## src/rtl/scan_display_unit.sv

```systemverilog
// Multiplexed hex display scanner: walks a window of an external entry array starting at
// base, one digit per scan tick, and drives active-low digit selects and segments.
// Compact mode stops at the first invalid entry; fixed mode scans all N_DIG slots.
module scan_display_unit #(
   parameter int unsigned N_DIG    = 8,
   parameter int unsigned DIV      = 10,
   parameter int unsigned BLINK_TK = 64,
   localparam int unsigned AW      = $clog2(N_DIG)
) (
   input  logic             clk,
   input  logic             rstn,
   input  logic [N_DIG-1:0] valid,
   input  logic [3:0]       rd,
   input  logic [AW-1:0]    base,
   input  logic             mode,
   input  logic             blink_en,
   output logic [AW-1:0]    ra,
   output logic [N_DIG-1:0] an,
   output logic [6:0]       seg,
   output logic [3:0]       hex
);

   localparam int unsigned PW = (DIV > 1) ? $clog2(DIV) : 1;
   localparam int unsigned BW = (BLINK_TK > 1) ? $clog2(BLINK_TK) : 1;

   logic [PW-1:0]    presc_q, presc_d;
   logic             tick;
   logic [AW-1:0]    k_q, k_d;
   logic [AW-1:0]    ra_q, ra_d;
   logic [AW-1:0]    base_q, base_d;
   logic             mode_q, mode_d;
   logic             first_q, first_d;
   logic             pend_q, pend_d;
   logic             blank_q, blank_d;
   logic             phase_q, phase_d;
   logic [BW-1:0]    blink_q, blink_d;
   logic [N_DIG-1:0] an_q, an_d;
   logic [6:0]       seg_q, seg_d;
   logic [3:0]       hex_q, hex_d;
   logic [AW-1:0]    k_inc, k_next, ent_inc;
   logic             cfg_chg;
   logic             lit;

   // Standard active-low hex decode, bit order {g,f,e,d,c,b,a}.
   function automatic logic [6:0] hex2seg(input logic [3:0] h);
      logic [6:0] s;
      case (h)
         4'h0: s = 7'h40;
         4'h1: s = 7'h79;
         4'h2: s = 7'h24;
         4'h3: s = 7'h30;
         4'h4: s = 7'h19;
         4'h5: s = 7'h12;
         4'h6: s = 7'h02;
         4'h7: s = 7'h78;
         4'h8: s = 7'h00;
         4'h9: s = 7'h10;
         4'hA: s = 7'h08;
         4'hB: s = 7'h03;
         4'hC: s = 7'h46;
         4'hD: s = 7'h21;
         4'hE: s = 7'h06;
         default: s = 7'h0E;
      endcase
      return s;
   endfunction

   // Prescaler: one-cycle tick every DIV clocks.
   always_comb begin
      tick    = (presc_q == PW'(DIV - 1));
      presc_d = tick ? '0 : presc_q + 1'b1;
   end

   // Slot selection and read-address load on each tick.
   always_comb begin
      // First tick after reset and any base/mode change restart the scan at slot 0.
      cfg_chg = first_q | (base != base_q) | (mode != mode_q);
      k_inc   = k_q + 1'b1;
      ent_inc = base_q + k_inc;
      k_next  = '0;
      if (cfg_chg) begin
         k_next = '0;
      end else if (mode_q) begin
         k_next = k_inc;
      end else if ((k_q != AW'(N_DIG - 1)) && valid[ent_inc]) begin
         k_next = k_inc;
      end

      k_d     = k_q;
      ra_d    = ra_q;
      base_d  = base_q;
      mode_d  = mode_q;
      first_d = first_q;
      blank_d = blank_q;
      pend_d  = tick;
      if (tick) begin
         k_d     = k_next;
         ra_d    = base + k_next;
         base_d  = base;
         mode_d  = mode;
         first_d = 1'b0;
         // Blank decision uses the phase in force for this slot, before any toggle.
         blank_d = blink_en & ~phase_q;
      end
   end

   // Blink counter: counts ticks, toggles phase on wrap; parked while blinking is off.
   always_comb begin
      blink_d = blink_q;
      phase_d = phase_q;
      if (!blink_en) begin
         blink_d = '0;
         phase_d = 1'b1;
      end else if (tick) begin
         if (blink_q == BW'(BLINK_TK - 1)) begin
            blink_d = '0;
            phase_d = ~phase_q;
         end else begin
            blink_d = blink_q + 1'b1;
         end
      end
   end

   // Display update one cycle after the tick, from rd and valid[ra] of that cycle.
   always_comb begin
      lit   = valid[ra_q] & ~blank_q;
      an_d  = an_q;
      seg_d = seg_q;
      hex_d = hex_q;
      if (pend_q) begin
         // hex tracks the scanned entry even while blanked, but holds on invalid slots.
         if (valid[ra_q]) begin
            hex_d = rd;
         end
         if (lit) begin
            an_d  = ~({{(N_DIG-1){1'b0}}, 1'b1} << k_q);
            seg_d = hex2seg(rd);
         end else begin
            an_d  = '1;
            seg_d = 7'h7F;
         end
      end
   end

   // State registers with synchronous active-low reset; reset beats a same-cycle tick.
   always_ff @(posedge clk) begin
      if (!rstn) begin
         presc_q <= '0;
         k_q     <= '0;
         ra_q    <= '0;
         base_q  <= '0;
         mode_q  <= 1'b0;
         first_q <= 1'b1;
         pend_q  <= 1'b0;
         blank_q <= 1'b0;
         phase_q <= 1'b1;
         blink_q <= '0;
         an_q    <= '1;
         seg_q   <= 7'h7F;
         hex_q   <= '0;
      end else begin
         presc_q <= presc_d;
         k_q     <= k_d;
         ra_q    <= ra_d;
         base_q  <= base_d;
         mode_q  <= mode_d;
         first_q <= first_d;
         pend_q  <= pend_d;
         blank_q <= blank_d;
         phase_q <= phase_d;
         blink_q <= blink_d;
         an_q    <= an_d;
         seg_q   <= seg_d;
         hex_q   <= hex_d;
      end
   end

   assign ra  = ra_q;
   assign an  = an_q;
   assign seg = seg_q;
   assign hex = hex_q;

endmodule

```

## config.mk

```make
export PLATFORM = sky130hd
export DESIGN_NAME = scan_display_unit
export DESIGN_NICKNAME = d
export VERILOG_FILES = /design/src/rtl/scan_display_unit.sv
export SDC_FILE = /design/constraint.sdc
export NUM_CORES = 1
export LEC_CHECK = 0
export BUFFER_PORTS_ARGS = -buffer_cell sky130_fd_sc_hd__buf_2
export CAP_MARGIN = 20
export CORE_UTILIZATION = 55
export DETAILED_ROUTE_END_ITERATION = 8
export GPL_TIMING_DRIVEN = 0
export PLACE_DENSITY = 0.85
export SYNTH_ARGS = -nofsm -noshare
export SYNTH_HDL_FRONTEND = slang
export SYNTH_SLANG_ARGS = --single-unit
export TNS_END_PERCENT = 10
```

## constraint.sdc

```tcl
create_clock -name clk -period 6.3 [get_ports clk]
set_clock_uncertainty 0.15 [all_clocks]
set_input_delay 1.89 -clock clk [delete_from_list [all_inputs] [get_ports clk]]
set_output_delay 1.89 -clock clk [all_outputs]
set_load 0.01 [all_outputs]
```

==> metrics <==
area of the die 4350 sq um; Max-cap violations 0; synthesized instance count 250; Worst EP required 6.35 ns; die height 66.0 um; share of cells above drive strength 1 17.2%; sequential fraction of the synthesis area 38.3%; hold slack 0.306 ns; largest net degree at the start of global routing 13; first-pass GRT wire length 7890 um; crit share post-route 63.9%; Crit Path Class primary input to flip-flop; worst hold path class flip-flop to flip-flop; # H-tree levels 2; CP Max Fanout 6; syn nets 288; multi-input combinational cell area 1290 sq um; Yosys top cell area share 38.3%; design area 2580 sq um; Post-DP Area 2500 sq um; Setup-failing EPs final 0; cell family with most CP delay multiplexers; die width 66.0 um; Post-DP HPWL 3450 um; ys async rst share 0%; initial antenna violation count 0; Comb pwr share 8.1%; Avg Synthesized Cell Area 9.00 sq um; area leader, netlist dfxtp_1; Worst setup SP type primary input; # DRC 0; CTS buffer count 5; RePlAce Congestion 0.837; CTS root buf clkbuf_8; minimum clock period 4.03 ns; Distinct cells, synth 36; clk sinks 43; leakage 1.06 nW; Syn. warnings 0; Slowest-stage cell, CP mux4_1; most common cell in the synthesized netlist nand2_1; Via Count 1,882; Routed Antenna Nets 0; fin nets 333; CTS resizes 0; Overflow after GRT 0; number of synthesized flops with an enable pin 0; First-pass DRT Iterations 4; crit path DAT 4.08 ns; Area Overhead vs Synth 14.7%; IO Count 41; Slew @ Worst Pin 0.538 ns; # Post-CTS Setup Buffers 0; Reg area 861 sq um; CP Capture Type flip-flop; status completed; Initial Utilization 59.2%; Fin Setup TNS 0 ns; Final Non-Filler Cells 344; Clk pwr share 34.9%; Area contributors post-synth dfxtp_1 38%, ha_1 9.5%, nand2_1 7.8%; Inst Count DP 336; ys flop type dfxtp_1; DRT Wirelength 4590 um; critical-path cell list buf_2 > mux4_1 > mux2i_1 > o21bai_2 > nand2_1 > nor2_1 > ha_1 > fa_1 > xor2_1 > nand4_1 > a31o_1; Vias/cell 5.47; Buf/Inv on CP 1; final slew viol count 0; Fill cells 316; Seq pwr share 57.1%; # diodes 0; total track usage 23.9%; cell row count 22; Mapped Area 2250 sq um; hold buffers post-CTS 0; Slew Limit Headroom 63.9%; fmax 248 MHz; Clock Path Buffers 2; sw power 0.113 mW; DRT iter0 DRCs 45; RSZ-0062 raised after global routing no; Worst IR Drop VDD 0.125 mV; clock transition at the registers of the reported paths 0.08 ns; clk_lat worst skew 0.30 ns; Int Power 0.369 mW; core footprint 3800 sq um; max incr delay on CP 0.49 ns; PortBufs 38; Routed WL per cell 13.3 um; Post-synth top cells 47 x nand2_1, 43 x dfxtp_1, 17 x ha_1, 15 x nand3_1, 15 x nor2_1; Pwr Density 187 nW/um^2; Hold Fails Final Rpt 0; FF+latch count, synth 43; sw frac 23.5%; CTS tree yes; vias in the first global route 1,828
-- power groups by stage --
stage / registers, mW / clock network (mW) / logic, mW
global placement: 0.281 / 0 / 0.0376
CTS: 0.275 / 0.168 / 0.0390
global route: 0.275 / 0.182 / 0.0437
detailed placement: 0.281 / 0 / 0.0388
floorplan: 0.281 / 0 / 0.0249
finish: 0.275 / 0.168 / 0.0388
-- cells in the final DEF (no fill, tap or decap) --
master / Yosys / final
a211oi_1: 1 / 1
a21boi_0: 8 / 8
a21boi_1: 4 / 4
a21oi_1: 6 / 6
a31o_1: 2 / 2
a31oi_1: 1 / 1
and2_1: 1 / 1
and3_1: 2 / 2
buf_2: 2 / 40
buf_8: 1 / 1
clkbuf_1: 10 / 12
clkbuf_8: 0 / 5
clkinv_2: 0 / 1
dfxtp_1: 43 / 43
fa_1: 2 / 2
ha_1: 17 / 17
inv_1: 9 / 9
mux2_4: 1 / 1
mux2i_1: 3 / 3
mux4_1: 3 / 3
mux4_2: 1 / 1
nand2_1: 47 / 47
nand2b_1: 1 / 1
nand3_1: 15 / 15
nand3b_1: 2 / 2
nand3b_4: 1 / 1
nand4_1: 3 / 3
nor2_1: 15 / 15
nor2b_1: 4 / 4
nor3_1: 2 / 2
nor3b_1: 5 / 5
o21a_1: 2 / 2
o21ai_0: 9 / 9
o21bai_2: 1 / 1
o22ai_1: 12 / 12
xnor2_1: 7 / 7
xnor3_1: 1 / 1
xor2_1: 6 / 6
-- through the flow --
| step | setup WS (ns) | util (%) | total power [mW] |
|---|---|---|---|
| after floorplan | 2.22 | - | 0.306 |
| after global placement | 2.00 | 65.8 | 0.319 |
| after detailed placement | 1.97 | 65.8 | 0.320 |
| after CTS | 2.27 | 68.0 | 0.482 |
| after global routing | 2.15 | 68.0 | 0.501 |
| final | 2.27 | 68.0 | 0.482 |
-- logic make-up after synthesis --
kind of cell	after synthesis	synth area share, %
simple gates	98	20.4
mux	8	6.51
flops	43	38.3
fa+ha+maj	19	11.2
buf+inv	22	4.28
xor+xnor	14	6.06
compound gates	46	13.2
-- worst reg2reg max path, stage by stage, from the launching register on --
cell      delay, ns
dfxtp_1        0.44
inv_1          0.14
ha_1           0.38
fa_1           0.56
mux4_1         0.28
mux2i_1        0.19
o21bai_2       0.13
nand2_1        0.11
nor2_1         0.05
ha_1           0.19
fa_1           0.37
xor2_1         0.20
nand4_1        0.12
a31o_1         0.23
-- layer usage --
metal	track usage (%)	wire [um]	vias up
met4	8.78	96	0
li1	-	-	953
met3	6.03	171	12
met5	0	0	-
met1	28.2	2170	871
met2	41.6	2150	46
-- path summary, 6_finish.rpt --
path / start / end / slack, ns / depth (start not counted)
worst min-delay path: hex[3] / hex[3] / 0.31 / 2
worst min register to register: hex[3] / hex[3] / 0.31 / 2
worst max register to register: k_q[0] / ra[2] / 2.66 / 13
worst max-delay path: valid[5] / ra[2] / 2.27 / 11
-- final cells by class --
type                       count  share of cell area [%]
clock buffer                   7                    2.96
buffer                        13                    2.42
tap                           48                    2.33
timing repair buffer          38                    7.37
inverter                       9                    1.31
sequential                    43                    33.3
clock inverter                 1                   0.194
multi-input combinational    185                    50.1
-- registers in the layout (all words and copies together), names as in the netlist --
signal	count
seg	7
phase_q	1
ra	3
blink_q	6
presc_q	4
base_q	3
hex	4
an	8
pend_q	1
first_q	1
blank_q	1
mode_q	1
k_q	3
Note: power is estimated with default switching activity, not from simulation.
